===== config.mk =====
export PLATFORM = sky130hd
export DESIGN_NAME = mem_loader
export DESIGN_NICKNAME = d
export VERILOG_FILES = /design/src/rtl/mem_loader.sv
export SDC_FILE = /design/constraint.sdc
export NUM_CORES = 1
export LEC_CHECK = 0
export BUFFER_PORTS_ARGS = -buffer_cell sky130_fd_sc_hd__buf_2
export CORE_AREA = 2 2 39 41
export CTS_BUF_LIST = sky130_fd_sc_hd__clkbuf_4 sky130_fd_sc_hd__clkbuf_8
export DETAILED_ROUTE_END_ITERATION = 12
export DIE_AREA = 0 0 41 43
export HOLD_SLACK_MARGIN = 0.12
export PLACE_DENSITY = 0.76
export SYNTH_ARGS = -nofsm -noshare
export SYNTH_HDL_FRONTEND = slang
export SYNTH_SLANG_ARGS = --single-unit

===== constraint.sdc =====
create_clock -name clk -period 4.2 [get_ports clk]
set_input_delay 0 -clock clk [delete_from_list [all_inputs] [get_ports clk]]
set_output_delay 0 -clock clk [all_outputs]
set_load 0.03 [all_outputs]

===== src/rtl/mem_loader.sv =====
// mem_loader: writer-side companion to the max-finder datapath.
// Accepts a stream of data words over a valid/ready handshake and writes them to
// sequential addresses 0..MAXADDR of the data memory through a registered write port.
// It then raises done so the max-finder can scan the filled memory.
//
// Ports:
//   clk       - clock; all state updates on the rising edge
//   reset     - synchronous, active-high reset
//   start     - pulse: begin a load at address 0 (honoured in IDLE and DONE only)
//   in_valid  - producer has a word on in_data
//   in_data   - word to write
//   in_ready  - loader accepts a word this cycle (from state only)
//   we        - memory write enable (registered, one cycle after the handshake)
//   waddr     - memory write address (registered, held while we=0)
//   wdata     - memory write data (registered, held while we=0)
//   busy      - FSM is in LOAD
//   done      - load complete; memory holds MAXADDR+1 new words
module mem_loader #(
    parameter int unsigned   AW      = 4,
    parameter int unsigned   DW      = 4,
    parameter logic [AW-1:0] MAXADDR = 4'hf
) (
    input  logic          clk,
    input  logic          reset,
    input  logic          start,
    input  logic          in_valid,
    input  logic [DW-1:0] in_data,
    output logic          in_ready,
    output logic          we,
    output logic [AW-1:0] waddr,
    output logic [DW-1:0] wdata,
    output logic          busy,
    output logic          done
);

    typedef enum logic [1:0] {
        StIdle,
        StLoad,
        StDone
    } state_e;

    state_e        state_q, state_d;
    logic [AW-1:0] addr_q, addr_d;
    logic          handshake;

    logic          we_q;
    logic [AW-1:0] waddr_q;
    logic [DW-1:0] wdata_q;

    // Next-state and address counter.
    always_comb begin
        state_d   = state_q;
        addr_d    = addr_q;
        handshake = 1'b0;
        case (state_q)
            StIdle: begin
                if (start) begin
                    state_d = StLoad;
                    addr_d  = '0;
                end
            end
            StLoad: begin
                // start is deliberately ignored here; the load runs to completion.
                handshake = in_valid;
                if (in_valid) begin
                    // The top address exits to DONE, so the increment never wraps.
                    if (addr_q == MAXADDR) begin
                        state_d = StDone;
                    end else begin
                        addr_d = addr_q + 1'b1;
                    end
                end
            end
            StDone: begin
                if (start) begin
                    state_d = StLoad;
                    addr_d  = '0;
                end
            end
            default: begin
                state_d = StIdle;
                addr_d  = '0;
            end
        endcase
    end

    always_ff @(posedge clk) begin
        if (reset) begin
            state_q <= StIdle;
            addr_q  <= '0;
        end else begin
            state_q <= state_d;
            addr_q  <= addr_d;
        end
    end

    // Registered write port: a handshake in cycle N is presented in cycle N+1.
    // Reset drops any write captured in the previous cycle.
    always_ff @(posedge clk) begin
        if (reset) begin
            we_q    <= 1'b0;
            waddr_q <= '0;
            wdata_q <= '0;
        end else begin
            we_q <= handshake;
            if (handshake) begin
                waddr_q <= addr_q;
                wdata_q <= in_data;
            end
        end
    end

    assign in_ready = (state_q == StLoad);
    assign busy     = (state_q == StLoad);
    assign done     = (state_q == StDone);
    assign we       = we_q;
    assign waddr    = waddr_q;
    assign wdata    = wdata_q;

endmodule


# Yosys cells after proc, flatten, opt, wreduce, memory -nomap -nowiden
# Index checks and enable logic that the tools add are counted.
dict set report op_classes {
  add_sub_neg 1
  eq_ne 7
  muxes 9
  reduce_logical 4
}
# operator count
set ops {}
lappend ops {{2-to-1 mux 4 bit} 3}
lappend ops {{one-hot mux 4 bit (2 select lines)} 1}
lappend ops {{2-to-1 mux 2 bit} 3}
lappend ops {{AND reduction 3 bit} 2}
lappend ops {{adder 4 x 1 -> 4 bit, second input constant} 1}
lappend ops {{equality test 4 bit, second input constant} 1}
lappend ops {{!= test 2 x 1 -> 1 bit, second input constant} 2}
lappend ops {{!= test 2 bit, second input constant} 2}
lappend ops {{one-hot mux 2 bit (2 select lines)} 1}
lappend ops {{equality test 2 x 1 -> 1 bit, second input constant} 1}
lappend ops {{equality test 2 bit, second input constant} 1}
lappend ops {{zero test 2 bit} 1}
lappend ops {{OR reduction 2 bit} 1}
lappend ops {{2-to-1 mux 1 bit} 1}
dict set report word_totals {
  register_bits 15
  output_inout_bits 12
  elab_cells 26
}

# Depth between registers and ports, before layout
dict set report depth {
  depth_word 4
  depth_mapped 4
  mapped_depth_nobuf 4
}

# Worst setup path after synthesis
# Ideal clock, no wire load.
dict set report synth_timing {
  path_kind {register -> register}
  start {register addr_q[0]}
  end {register addr_q[0]}
  setup_ns 0.074
  t_arrival_ns 1.261
  t_required_ns 4.126
  path_slack_ns 2.865
  stages_incl_launch_ff 5
  path_cell_list {dfxtp_1 -> ha_1 -> and3_1 -> or3_1 -> a31oi_1}
}
dict set report synth_via {
  elab_chain_len 4
  elab_cells_between_ends 7
  cone_classes {add/sub (1); eq/ne (2); mux (3); reduce/logical (1)}
}
# element line_no
set synth_rtl {}
lappend synth_rtl {{start: declaration} 43} ;# logic [AW-1:0] addr_q, addr_d;
lappend synth_rtl {{start signal: assignment} 93} ;# addr_q <= addr_d;
lappend synth_rtl {{adder 4 x 1 -> 4 bit} 70} ;# addr_d = addr_q + 1'b1;
lappend synth_rtl {{2-to-1 mux 4 bit} 67} ;# if (addr_q == MAXADDR) begin
lappend synth_rtl {{2-to-1 mux 4 bit} 65} ;# if (in_valid) begin
lappend synth_rtl {{one-hot mux 4 bit (2 select lines)} 55} ;# case (state_q)
# Several ways; a longest one is shown, not always the timed one. The select of a mux whose other input is x is not followed.
# A chain may end at the register's enable or synchronous reset.

# Worst setup path in the final report
dict set report layout_timing {
  start {register addr_q[0]}
  end {register state_q[1]}
}
dict set report layout_via {
  elab_chain_len 3
}
# element line_no
set layout_rtl {}
lappend layout_rtl {{equality test 4 bit} 67}
lappend layout_rtl {{!= test 2 x 1 -> 1 bit (no source line)} -}
lappend layout_rtl {{AND reduction 3 bit (no source line)} -}
lappend layout_rtl {{end signal: assignment} 89} ;# state_q <= StIdle;
lappend layout_rtl {{end signal: assignment} 92} ;# state_q <= state_d;
lappend layout_rtl {{end: declaration} 42} ;# state_e state_q, state_d;
# No other way between the ends.

==> key figures <==
Global routing
  – Number of antenna violations at the first check in global routing: 0
  – Global-route wire length before repair: 2370 um
  – Overall global routing resource usage: 0.193
  – Via count of the first global-routing pass: 625
  – Maximum number of pins on one net before global-route repair: 16
  – Total overflow reported by the global router: 0

Layout
  – Net count reported at finish: 112
  – Commonest cells after routing, fill and taps aside: sky130_fd_sc_hd__buf_2, sky130_fd_sc_hd__dfxtp_1, sky130_fd_sc_hd__dlygate4sd3_1
  – FF+latch area: 300 um2
  – P&R area growth vs syn: 36.0%
  – Ratio of cells with drive above 1 in the final layout: 0.255
  – Multi-input logic area: 324 um2
  – Number of fillers in the final layout: between 100 and 150
  – Most common cell after layout, fill and taps aside: sky130_fd_sc_hd__buf_2
  – Cell Count, Final, Fillers Out: 118
  – Antenna diode count: 0
  – Post-route cell area: 880 um2
  – Final core utilization: 0.636

Drt
  – Residual DRC: 0
  – ANT nets after route: 0
  – Routed vias: about 650
  – Detail-routed via count per cell: 5.49
  – Drt wl/cell: between 10 and 15 um
  – Initial DRT Pass Iterations: 4
  – 1st-iter DRT viols: 33
  – Routed Wire Length: 1400 um

Clocking
  – Maximum clock insertion buffer count: 2
  – CTS clk-pin slew, worst paths: roughly 0.080 ns
  – Worst-skew pair later-pin latency: 0.27 ns
  – Root Buffer: sky130_fd_sc_hd__clkbuf_4
  – Num Clock Sinks: 15
  – H-tree level count: 1
  – CTS tree: built
  – CTS buffer count: 3

Floorplan
  – Standard-cell row count: 14
  – Std-Cell Core Area: 1380 um2
  – Number of top-level pins: 20
  – Die W: 41 um
  – Total die area: about 1800 um2
  – Die Height: 43 um
  – Initial standard-cell utilization of the core: 0.467

Timing
  – Setup violation total in the final timing report: 0
  – Sum of negative setup slack: 0 ns
  – Worst relative slew slack: 0.628
  – Final hold violation count: 0
  – Final Hold Slack: 0.154 ns
  – Min Tclk post-route: 1.80 ns
  – Worst setup margin: 2.40 ns
  – Setup repair after global routing missed its margin: false
  – Worst Tran Pin Value: 0.553 ns
  – Max Slew Vio Count: 0
  – Setup clock skew after layout: 0.00341 ns
  – Achievable frequency: 555 MHz
  – Tcrit/Tclk final: 0.429

Worst hold path
  – Worst-case hold path end point: state_q[0]
  – Source of the worst hold timing path: start
  – Hold/Removal Path Class: input port to flip-flop
  – Worst Hold Path Cells: 3

Worst setup path
  – Worst flop-to-flop path endpoint: state_q[1]
  – Endpoint type of the worst setup path: flip-flop
  – Worst reg-to-reg path cell count: 5
  – Critical R2R Launch: addr_q[0]
  – R2R setup slack: 2.40 ns
  – Worst setup path class: flip-flop to flip-flop
  – Timing startpoint of the critical path: addr_q[0]
  – Arrival @ worst endpoint: 2.03 ns
  – Largest driver fanout on the critical path: 6
  – Startpoint types: flip-flop
  – Req. time, crit path: 4.43 ns

Yosys
  – Syn_area_per_cell: 8.98 um2
  – Synth warn: 0
  – Synthesized netlist net count: 81
  – Fraction of the mapped netlist area in adder cells: 0.0193
  – Flops & latches, synth: 15
  – Area of the mapped netlist: 647 um2
  – Simple-Gate Fraction of Synth Area: 0.304
  – Register area share after synthesis: 0.464
  – Top cell type by total area after synthesis: sky130_fd_sc_hd__dfxtp_1
  – Dominant combinational cell family by area after synthesis: simple AND/OR/NAND/NOR gates
  – Count of mapped cells out of synthesis: 72
  – Post-synthesis compound-gate area fraction: 0.116
  – Synth unique cells: 23
  – Xor/xnor cell area share of the yosys netlist: 0
  – Multiplexer fraction of the synthesized cell area: 0.0619
  – Share of Yosys cell area claimed by the top area cell type: 0.464
  – Top area cells in the synthesized netlist: sky130_fd_sc_hd__dfxtp_1, sky130_fd_sc_hd__nand3_1, sky130_fd_sc_hd__mux2i_1

Placed design
  – Total instance count after detailed placement: 103
  – Port Buffer Count: 19
  – Weighted congestion reported at the end of routability-driven placement: between 0.8 and 0.9
  – Placed cell areas: about 740 um2
  – Worst slack at placement: 2.69 ns

Power
  – Combinational share of power: 0.137
  – Sequential share of power: 0.548
  – Switching part of the total: 0.247
  – Clk pwr share: 0.315
  – Worst vdd rail ir drop: around 0.22 mV
  – Int Pwr: 0.204 mW
  – Power, Total: between 0.2 and 0.3 mW
  – Sw Pwr: between 0.06 and 0.07 mW
  – Power Dens Cells: 308 nW/um2
  – Leakage power of the design: roughly 0.4 nW

Run
  – Max-capacitance violation count: 0

Run status
  – Run status: finished, final reports clean
[final cells by class]
class,count,area share
multi-input cells,53,0.368
flip-flops and latches,15,0.341
repair buffers,30,0.233
clock buffers,4,0.0341
well taps,16,0.0228
[worst max-delay path by stage]
stage,to,cells past startpoint
after floorplan,addr_q[0],4
after global placement,addr_q[0],4
after detailed placement,addr_q[0],4
after CTS,state_q[1],5
after global routing,state_q[1],5
final,state_q[1],5
[repair_timing]
action                     4_1_cts  5_1_grt
hold endpoints to repair        15        0
resized for setup                0        0
buffers inserted                 0        0
setup endpoints to repair        0        0
hold buffers                    11        0
[sequential cells by signal (all words and copies together), names as in the netlist]
name     flops
addr_q       4
state_q      2
waddr        4
wdata        4
we           1
[critical path: stages, from the launching register on]
cell	delay, ns
sky130_fd_sc_hd__dfxtp_1	0.41
sky130_fd_sc_hd__ha_1	0.26
sky130_fd_sc_hd__and3_1	0.26
sky130_fd_sc_hd__nand4b_1	0.12
sky130_fd_sc_hd__a21oi_1	0.15
sky130_fd_sc_hd__dlygate4sd3_1	0.55
[cell families after synthesis]
logic type | count (synthesis)
adders and majority gates | 1
and+or+nand+nor | 35
buffers and inverters | 4
AOI/OAI and AO/OA | 13
DFF | 15
muxes | 4
[synthesized netlist by cell type]
cell type	count
sky130_fd_sc_hd__dfxtp_1	15
sky130_fd_sc_hd__nand2_1	9
sky130_fd_sc_hd__nand3_1	9
sky130_fd_sc_hd__a21oi_1	7
sky130_fd_sc_hd__nor2_1	5
sky130_fd_sc_hd__mux2i_1	4
sky130_fd_sc_hd__a31oi_1	3
sky130_fd_sc_hd__buf_4	2
sky130_fd_sc_hd__clkbuf_1	2
sky130_fd_sc_hd__nand3b_1	2
sky130_fd_sc_hd__or3_1	2
sky130_fd_sc_hd__a21o_2	1
sky130_fd_sc_hd__and2b_1	1
sky130_fd_sc_hd__and3_1	1
sky130_fd_sc_hd__and3b_2	1
sky130_fd_sc_hd__ha_1	1
sky130_fd_sc_hd__nand2b_1	1
sky130_fd_sc_hd__nand3b_4	1
sky130_fd_sc_hd__nand4_1	1
sky130_fd_sc_hd__nand4b_1	1
sky130_fd_sc_hd__nor2b_1	1
sky130_fd_sc_hd__o211ai_1	1
sky130_fd_sc_hd__o21ai_0	1
[power by group through the flow]
stage | combinational [mW] | sequential (mW) | clock (mW)
final | 0.0371 | 0.149 | 0.0855
after global routing | 0.0407 | 0.149 | 0.0923
after CTS | 0.0368 | 0.149 | 0.0884
after detailed placement | 0.0304 | 0.152 | 0
after global placement | 0.0300 | 0.152 | 0
after floorplan | 0.0178 | 0.156 | 0
[routing by layer]
metal,part of all wire,track usage,up-vias
met3,0.055,0.0471,2
met1,0.43,0.224,301
met5,0,0,-
met2,0.51,0.319,25
met4,0.0064,0.0800,0
li1,-,-,320
Note: power is estimated with default switching activity, not from simulation.
